==> config.mk <==
export PLATFORM = sky130hd
export DESIGN_NAME = instr_fetch
export DESIGN_NICKNAME = d
export VERILOG_FILES = /design/src/rtl/instr_fetch.sv
export SDC_FILE = /design/constraint.sdc
export NUM_CORES = 1
export LEC_CHECK = 0
export CAP_MARGIN = 5
export CORE_MARGIN = 2
export CORE_UTILIZATION = 48
export CTS_BUF_LIST = sky130_fd_sc_hd__clkbuf_8
export DETAILED_ROUTE_END_ITERATION = 8
export PLACE_DENSITY = 0.76
export SYNTH_ARGS = -nofsm -noshare
export SYNTH_HDL_FRONTEND = slang
export SYNTH_SLANG_ARGS = --single-unit
==> constraint.sdc <==
create_clock -name clk -period 1.9 [get_ports clk]
set_clock_uncertainty 0.15 [all_clocks]
set_input_delay 0.38 -clock clk [delete_from_list [all_inputs] [get_ports clk]]
set_output_delay 0.38 -clock clk [all_outputs]
set_load 0.02 [all_outputs]
==> src/rtl/instr_fetch.sv <==
// -----------------------------------------------------------------------------
// instr_fetch
//
// Fetch stage for the mini-CPU. It owns the program counter and drives the
// address of a combinational instruction ROM. Fetched words go into a 2-entry
// queue that is handed to decode. Unconditional JMPs are folded here and never
// reach decode. Execute can override the PC with a redirect, which also
// flushes the queue.
//
// Ports:
//   clk, rst_n      - clock; synchronous active-low reset
//   rom_addr        - ROM address, always equal to the PC register
//   rom_instr       - ROM data for rom_addr, valid in the same cycle
//   fetch_en        - when low, nothing is fetched and the PC holds
//   out_valid       - queue head holds an instruction
//   out_ready       - decode accepts the head this cycle
//   out_instr       - head instruction
//   out_pc          - address the head instruction was fetched from
//   redirect_valid  - execute-stage PC override (flushes the queue)
//   redirect_pc     - new PC for a redirect
//   jmp_count       - number of JMPs folded since reset, wraps 255 -> 0
//
// Handshake: a beat transfers on a rising edge where out_valid and out_ready
// are both high. out_valid does not depend on out_ready, and out_instr/out_pc
// hold steady while out_valid is high and out_ready is low. A redirect in the
// same cycle discards the beat even if both are high.
// -----------------------------------------------------------------------------
module instr_fetch #(
    parameter int unsigned           ADDR_W   = 8,
    parameter int unsigned           INSTR_W  = 16,
    parameter logic [ADDR_W-1:0]     RESET_PC = '0
) (
    input  logic               clk,
    input  logic               rst_n,
    output logic [ADDR_W-1:0]  rom_addr,
    input  logic [INSTR_W-1:0] rom_instr,
    input  logic               fetch_en,
    output logic               out_valid,
    input  logic               out_ready,
    output logic [INSTR_W-1:0] out_instr,
    output logic [ADDR_W-1:0]  out_pc,
    input  logic               redirect_valid,
    input  logic [ADDR_W-1:0]  redirect_pc,
    output logic [7:0]         jmp_count
);

    localparam logic [4:0] OP_JMP = 5'b11110;

    // Registered state
    logic [ADDR_W-1:0]  pc_q,         pc_d;
    logic [ADDR_W-1:0]  fifo_pc_q    [2];
    logic [ADDR_W-1:0]  fifo_pc_d    [2];
    logic [INSTR_W-1:0] fifo_instr_q [2];
    logic [INSTR_W-1:0] fifo_instr_d [2];
    logic [1:0]         count_q,      count_d;
    logic               rd_ptr_q,     rd_ptr_d;
    logic               wr_ptr_q,     wr_ptr_d;
    logic [7:0]         jmp_count_q,  jmp_count_d;

    // Decode of the word currently on the ROM bus
    logic               is_jmp;
    logic [ADDR_W-1:0]  jmp_target;
    logic               pop;
    logic               can_fetch;
    logic               push;

    assign is_jmp     = (rom_instr[INSTR_W-1 -: 5] == OP_JMP);
    assign jmp_target = rom_instr[INSTR_W-6 -: ADDR_W];

    assign out_valid  = (count_q != 2'd0);
    assign pop        = out_valid & out_ready;
    // A pop frees a slot in the same cycle, so a full queue still fetches
    // when decode is taking the head.
    assign can_fetch  = fetch_en & ((count_q < 2'd2) | pop);

    always_comb begin
        pc_d         = pc_q;
        fifo_pc_d    = fifo_pc_q;
        fifo_instr_d = fifo_instr_q;
        count_d      = count_q;
        rd_ptr_d     = rd_ptr_q;
        wr_ptr_d     = wr_ptr_q;
        jmp_count_d  = jmp_count_q;
        push         = 1'b0;

        if (redirect_valid) begin
            // Flush wins over any pop or fetch in the same cycle.
            pc_d     = redirect_pc;
            count_d  = 2'd0;
            rd_ptr_d = 1'b0;
            wr_ptr_d = 1'b0;
        end else begin
            if (can_fetch) begin
                if (is_jmp) begin
                    // Folded JMP: retarget the PC, nothing enters the queue.
                    pc_d        = jmp_target;
                    jmp_count_d = jmp_count_q + 8'd1;
                end else begin
                    push = 1'b1;
                    pc_d = pc_q + {{(ADDR_W-1){1'b0}}, 1'b1};
                end
            end

            if (push) begin
                fifo_pc_d[wr_ptr_q]    = pc_q;
                fifo_instr_d[wr_ptr_q] = rom_instr;
                wr_ptr_d               = ~wr_ptr_q;
            end
            if (pop) begin
                rd_ptr_d = ~rd_ptr_q;
            end
            count_d = count_q + {1'b0, push} - {1'b0, pop};
        end
    end

    always_ff @(posedge clk) begin
        if (!rst_n) begin
            pc_q         <= RESET_PC;
            fifo_pc_q    <= '{default: '0};
            fifo_instr_q <= '{default: '0};
            count_q      <= 2'd0;
            rd_ptr_q     <= 1'b0;
            wr_ptr_q     <= 1'b0;
            jmp_count_q  <= 8'd0;
        end else begin
            pc_q         <= pc_d;
            fifo_pc_q    <= fifo_pc_d;
            fifo_instr_q <= fifo_instr_d;
            count_q      <= count_d;
            rd_ptr_q     <= rd_ptr_d;
            wr_ptr_q     <= wr_ptr_d;
            jmp_count_q  <= jmp_count_d;
        end
    end

    assign rom_addr  = pc_q;
    assign out_instr = fifo_instr_q[rd_ptr_q];
    assign out_pc    = fifo_pc_q[rd_ptr_q];
    assign jmp_count = jmp_count_q;

endmodule

==> results of run 1 <==
==> cell families after synthesis <==
group | after synthesis | synth area share, %
fa+ha+maj | 4 | 1.52
simple gates | 115 | 18.5
flops | 68 | 41.3
buf+inv | 44 | 5.65
mux | 27 | 9.11
compound gates | 133 | 22.8
xor+xnor | 4 | 1.06
==> state kept, by name (all words and copies together) (netlist names) <==
| register | cells |
|---|---|
| jmp_count | 8 |
| rom_addr | 8 |
| count_q | 2 |
| fifo_pc_q | 16 |
| wr_ptr_q | 1 |
| fifo_instr_q | 32 |
| rd_ptr_q | 1 |
==> tightest hold or removal path, stage by stage <==
cell and delay, ps:
clkbuf_2 90, buf_4 140, nand3_1 60, a21oi_1 50
==> where the power goes <==
group	switching [W]	total, W	internal (W)
logic	0.000261	0.000498	0.000237
clock network	0.000560	0.00124	0.000680
registers	0.0000413	0.00151	0.00147
total	0.000863	0.00325	0.00239
==> final timing paths <==
kind,from,to,slack [ps],cells after the start
max,rd_ptr_q$_SDFFE_PP0P_,out_pc[0],-8,3
min,rom_instr[15],fifo_instr_q[31]$_SDFFE_PN0P_,260,4
max reg2reg,count_q[1]$_SDFF_PP0_,count_q[1]$_SDFF_PP0_,70,8
min reg2reg,jmp_count[7]$_SDFFE_PN0P_,jmp_count[7]$_SDFFE_PN0P_,320,2
==> routing by layer <==
metal / wire [um] / global-route usage (%) / vias to the layer above
met2: 4600 / 42.2 / 144
met4: 223 / 11.6 / 0
li1: - / - / 1632
met3: 599 / 4.45 / 21
met1: 4220 / 35.2 / 1602
met5: 0 / 0 / -
==> cell usage after synthesis, drive strengths merged (5+ instances only) <==
master,count
dfxtp,68
o21ai,56
a21oi,54
nand3,51
mux2,24
clkbuf,21
buf,16
nor2,13
nand2,11
inv,7
nand4,7
nor3,7
nand2b,5
nor4,5
or3,5
==> per-stage QoR <==
| stage | hold slack (ps) | total power, W |
|---|---|---|
| 6_report | 263 | 0.00325 |
| 5_1_grt | 281 | 0.00337 |
| 4_1_cts | 326 | 0.00326 |
| 3_5_place_dp | 315 | 0.00204 |
| 3_3_place_gp | 306 | 0.00204 |
| 2_1_floorplan | 300 | 0.00178 |
==> timing repair <==
action | in CTS | in global routing
pin swaps | 7 | 5
gates resized for setup | 138 | 24
buffers inserted | 3 | 0
gates cloned | 1 | 0
setup endpoints to repair | 95 | 70
==> layout make-up <==
class | count | share of cell area [%]
clock buffer | 11 | 3.33
clock inverter | 5 | 1.29
inverter | 7 | 0.578
multi-input combinational | 283 | 39.9
sequential | 68 | 30.1
tap | 80 | 2.20
timing repair buffer | 118 | 22.7
==> flow_summary_export.csv, run 1 <==
group,metric,value,unit
run_status,status,"finished with violations",
run_status,violations,"setup timing",
floorplan,core_area,0.00672,mm^2
critical_path,critPathBufInv,2,
synth,ys_ff_latch,68,
floorplan,initial_core_util,49.1,%
synth,synthCells,395,
critical_path,crit_type,"register to primary output",
place,port_buffers,69,
floorplan,dieHeight,86.9,um
synth,synth_area_leaders,"dfxtp_1 41%, o21ai_0 8.5%, a21oi_1 8.2%",
place,dpl-instance-area,0.00434,mm^2
timing,maxSlewHeadroom,67.6,%
finish,postLayoutCoreUtil,67.7,%
route,antenna_left,0,
timing,worst_pin_slew,480,ps
critical_path,path_cells,"buf_12 -> mux2_2 -> buf_2",
route,firstDrtPassIters,5,
timing,rsz0062_at_grt,"true",
finish,drive_gt1_share,27.6,%
critical_path,crit_path_end_kind,"primary output",
power_and_ir_drop,leakage,1.83,nW
synth,synthArstFlopShare,0,%
floorplan,boundaryPins,70,
place,hpwlAfterDp,6630,um
timing,maxSlewViolCount,0,
global_routing,antenna_found_initial,0,
clock_tree,cts_buffer_depth,2,
place,dp_cells,553,
flow_run,max_cap_viol_count,0,
route,wl_per_cell,16.9,um
finish,area.sequential,0.00137,mm^2
route,wirelength,9640,um
synth,synthesis.area,0.00330,mm^2
finish,fin_area,0.00455,mm^2
clock_tree,ctsHoldBuffers,0,
power_and_ir_drop,vdd_ir_drop_max,0.461,mV
global_routing,gr-total-overflow,0,
critical_path,crit_path_max_incr_delay,390,ps
floorplan,die_w,86.9,um
place,gp_congestion,0.942,
global_routing,grt_pass1_wl,15800,um
global_routing,grt_max_degree,45,
route,drc,0,
finish,layoutNonFillerInstCount,572,
critical_path,cp.arrival,1380,ps
critical_path,cp_top_family,"flip-flops",
route,viasPerCell,5.94,
clock_tree,clk_latency,340,ps
timing,hold_violations,0,
synth,synth_top_area_share,41.3,%
route,num_vias,3399,
timing,tns,-9.16,ps
min_path,min_path_type,"input port to register",
timing,setup_viol,2,
critical_path,crit_required,1370,ps
synth,synth_top_area_cell,"dfxtp_1",
clock_tree,numCtsBuffers,9,
clock_tree,cts_tree,"done",
finish,layout_common_cells,"65 x dfxtp_1, 56 x o21ai_0, 54 x a21oi_1",
synth,synth_fp_nets,428,
critical_path,cp_slowest_cell,"dfxtp_4",
global_routing,grt_pass1_vias,3258,
synth,ys.flop_type,"dfxtp_1",
floorplan,rows,30,
power_and_ir_drop,power_density,714,mW/mm^2
critical_path,startpoint_type,"register",
synth,synth.avg_cell_area,8.35,um^2
finish,finalNetCount,520,
timing,post-route-period-util,100,%
finish,areaGrowthSynthToFinish,38.0,%
clock_tree,htreeDepth,3,
finish,diodes,0,
synth,synth_cell_types,43,
timing,min_period,1910,ps
clock_tree,clk_pin_slew,80,ps
timing,fmax,524,MHz
place,dp_slack,-613,ps
finish,final_common_cell,"dfxtp_1",
synth,synth_edf_count,0,
clock_tree,root_buffer,"clkbuf_8",
synth,synth_seq_area_share,41.3,%
global_routing,gr-usage-all-layers,26.5,%
synth,ys_warn_count,0,
finish,multi_input_area,0.00181,mm^2
route,drt_iter0_markers,238,
critical_path,path_max_fanout,9,
finish,fillCellCount,538,
floorplan,die_area,0.00755,mm^2
timing,setup_ws,-7.51,ps
clock_tree,clkSinkCount,68,
No activity file was read; power rests on OpenSTA's default activity.
==> run 2: changes to the inputs <==
--- a/config.mk
+++ b/config.mk
@@ -11,6 +11,7 @@
 export CTS_BUF_LIST = sky130_fd_sc_hd__clkbuf_8
 export DETAILED_ROUTE_END_ITERATION = 8
 export PLACE_DENSITY = 0.76
+export SKIP_CTS_REPAIR_TIMING = 1
 export SYNTH_ARGS = -nofsm -noshare
 export SYNTH_HDL_FRONTEND = slang
 export SYNTH_SLANG_ARGS = --single-unit
==> flow_summary_export.csv, run 2 (synthesis results as in run 1) <==
group,metric,value,unit
timing,hold_violations,0,
floorplan,die_w,86.9,um
global_routing,grt_max_degree,45,
route,drt_iter0_markers,256,
critical_path,startpoint_type,"register",
clock_tree,cts_tree,"done",
finish,diodes,0,
timing,setup_viol,18,
route,viasPerCell,6.01,
critical_path,path_cells,"buf_12 -> buf_6 -> mux2_4 -> buf_6",
place,gp_congestion,0.942,
power_and_ir_drop,power_density,681,mW/mm^2
power_and_ir_drop,power_frac_clock,37.5,%
critical_path,crit_required,1370,ps
floorplan,boundaryPins,70,
clock_tree,root_buffer,"clkbuf_8",
finish,largest_reg_flops,32,
finish,layout_common_cells,"64 x dfxtp_1, 56 x o21ai_0, 54 x a21oi_1",
critical_path,crit_path_max_incr_delay,440,ps
run_status,status,"finished with violations",
timing,fmax,508,MHz
power_and_ir_drop,power.share.switching,26.7,%
global_routing,grt_pass1_vias,3228,
timing,min_period,1970,ps
critical_path,crit_top_cell,"buf_6",
floorplan,dieHeight,86.9,um
timing,post-route-period-util,104,%
place,dp_cells,553,
critical_path,path_max_fanout,5,
route,num_vias,3467,
timing,maxSlewHeadroom,70.7,%
floorplan,rows,30,
timing,tns,-404,ps
timing,whs,258,ps
place,port_buffers,69,
finish,layoutNonFillerInstCount,577,
timing,maxSlewViolCount,0,
place,hpwlAfterDp,6630,um
critical_path,endpoint,"out_pc[0]",
power_and_ir_drop,p_sw,0.000885,W
critical_path,cp.arrival,1440,ps
critical_path,crit_path_end_kind,"primary output",
finish,area.sequential,0.00137,mm^2
finish,top_register,"fifo_instr_q",
floorplan,core_area,0.00672,mm^2
finish,reg.largest.list,"fifo_instr_q (32), fifo_pc_q (16)",
route,wl_per_cell,17.8,um
floorplan,die_area,0.00755,mm^2
timing,rsz0062_at_grt,"true",
power_and_ir_drop,vdd_ir_drop_max,0.463,mV
route,wirelength,10300,um
flow_run,max_cap_viol_count,0,
route,firstDrtPassIters,6,
critical_path,rr_worst_depth,8,
clock_tree,htreeDepth,3,
finish,drive_gt1_share,28.8,%
power_and_ir_drop,cell_internal_pwr,0.00243,W
global_routing,antenna_found_initial,0,
clock_tree,clk_pin_slew,80,ps
finish,finalNetCount,525,
power_and_ir_drop,leakage,2.08,nW
finish,multi_input_area,0.00189,mm^2
power_and_ir_drop,comb_power_share,16.8,%
finish,areaGrowthSynthToFinish,47.7,%
finish,fillCellCount,508,
finish,postLayoutCoreUtil,72.5,%
critical_path,crit_type,"register to primary output",
timing,setup_ws,-69.4,ps
finish,final_common_cell,"dfxtp_1",
route,drc,0,
critical_path,crit_start,"rd_ptr_q$_SDFFE_PP0P_",
global_routing,grt_pass1_wl,15600,um
timing,worst_pin_slew,434,ps
min_path,min_path_type,"input port to register",
global_routing,gr-total-overflow,0,
run_status,violations,"setup timing",
power_and_ir_drop,p_seq_share,45.7,%
clock_tree,clk_latency,340,ps
critical_path,rrSetupSlack,60,ps
clock_tree,numCtsBuffers,9,
critical_path,cp_slowest_cell,"dfxtp_4",
clock_tree,cts_buffer_depth,2,
global_routing,gr-usage-all-layers,26.2,%
critical_path,r2r-end,"count_q[1]$_SDFF_PP0_",
place,dp_slack,-613,ps
clock_tree,clkSinkCount,68,
floorplan,initial_core_util,49.1,%
route,antenna_left,0,
critical_path,r2r_start,"count_q[0]$_SDFF_PP0_",
run 2: cell types whose count changed in the layout (fill, tap and decap cells not counted), sizes merged:
cell          previous run  this run
dlygate4sd2             15         0
dlymetal6s2s             3        18
buf                     73        77
clkbuf                  15        16
run 2: how the worst min path moves through the flow:
stage	start	slack, ps	end	cells past startpoint
global placement	jmp_count[7]$_SDFFE_PN0P_	310	jmp_count[7]$_SDFFE_PN0P_	2
finish	rom_instr[15]	260	fifo_instr_q[31]$_SDFFE_PN0P_	4
detailed placement	fifo_pc_q[2]$_SDFFE_PN0P_	320	fifo_pc_q[2]$_SDFFE_PN0P_	2
floorplan	fifo_instr_q[11]$_SDFFE_PN0P_	300	fifo_instr_q[11]$_SDFFE_PN0P_	2
global route	rom_instr[14]	270	fifo_instr_q[14]$_SDFFE_PN0P_	3
CTS	jmp_count[7]$_SDFFE_PN0P_	330	jmp_count[7]$_SDFFE_PN0P_	2
run 2: worst max-delay path: cells and delay by family (launching register included):
family   cells  cell delay (ps)
mux          1              290
flops        1              440
buf+inv      3              370
run 2: metal layers:
layer  vias to the layer above  part of all wire (%)  GRT usage, %
met5                         -                     0             0
li1                       1644                     -             -
met3                        25                   7.0          4.93
met2                       174                    49          41.6
met1                      1624                    42          34.6
met4                         0                   2.6          11.4
run 2: cell type report:
cell class                      count  area share (%)
Timing Repair Buffer              123            26.1
Sequential cell                    68            28.1
Clock buffer                       11            3.11
Inverter                            7           0.539
Tap cell                           80            2.05
Clock inverter                      5            1.21
Multi-Input combinational cell    283            38.8
run 2: power by group through the flow:
stage | Combinational [W] | Sequential, W | Clock (W)
floorplan | 0.000233 | 0.00154 | 0
global placement | 0.000495 | 0.00154 | 0
detailed placement | 0.000502 | 0.00154 | 0
CTS | 0.000506 | 0.00151 | 0.00126
global route | 0.000594 | 0.00152 | 0.00133
finish | 0.000557 | 0.00152 | 0.00124
run 2: through the flow:
step | cell area, um^2 | power (W)
after floorplan | 3300 | 0.00178
after global placement | 4340 | 0.00204
after detailed placement | 4340 | 0.00204
after CTS | 4550 | 0.00327
after global routing | 4870 | 0.00344
final | 4870 | 0.00332
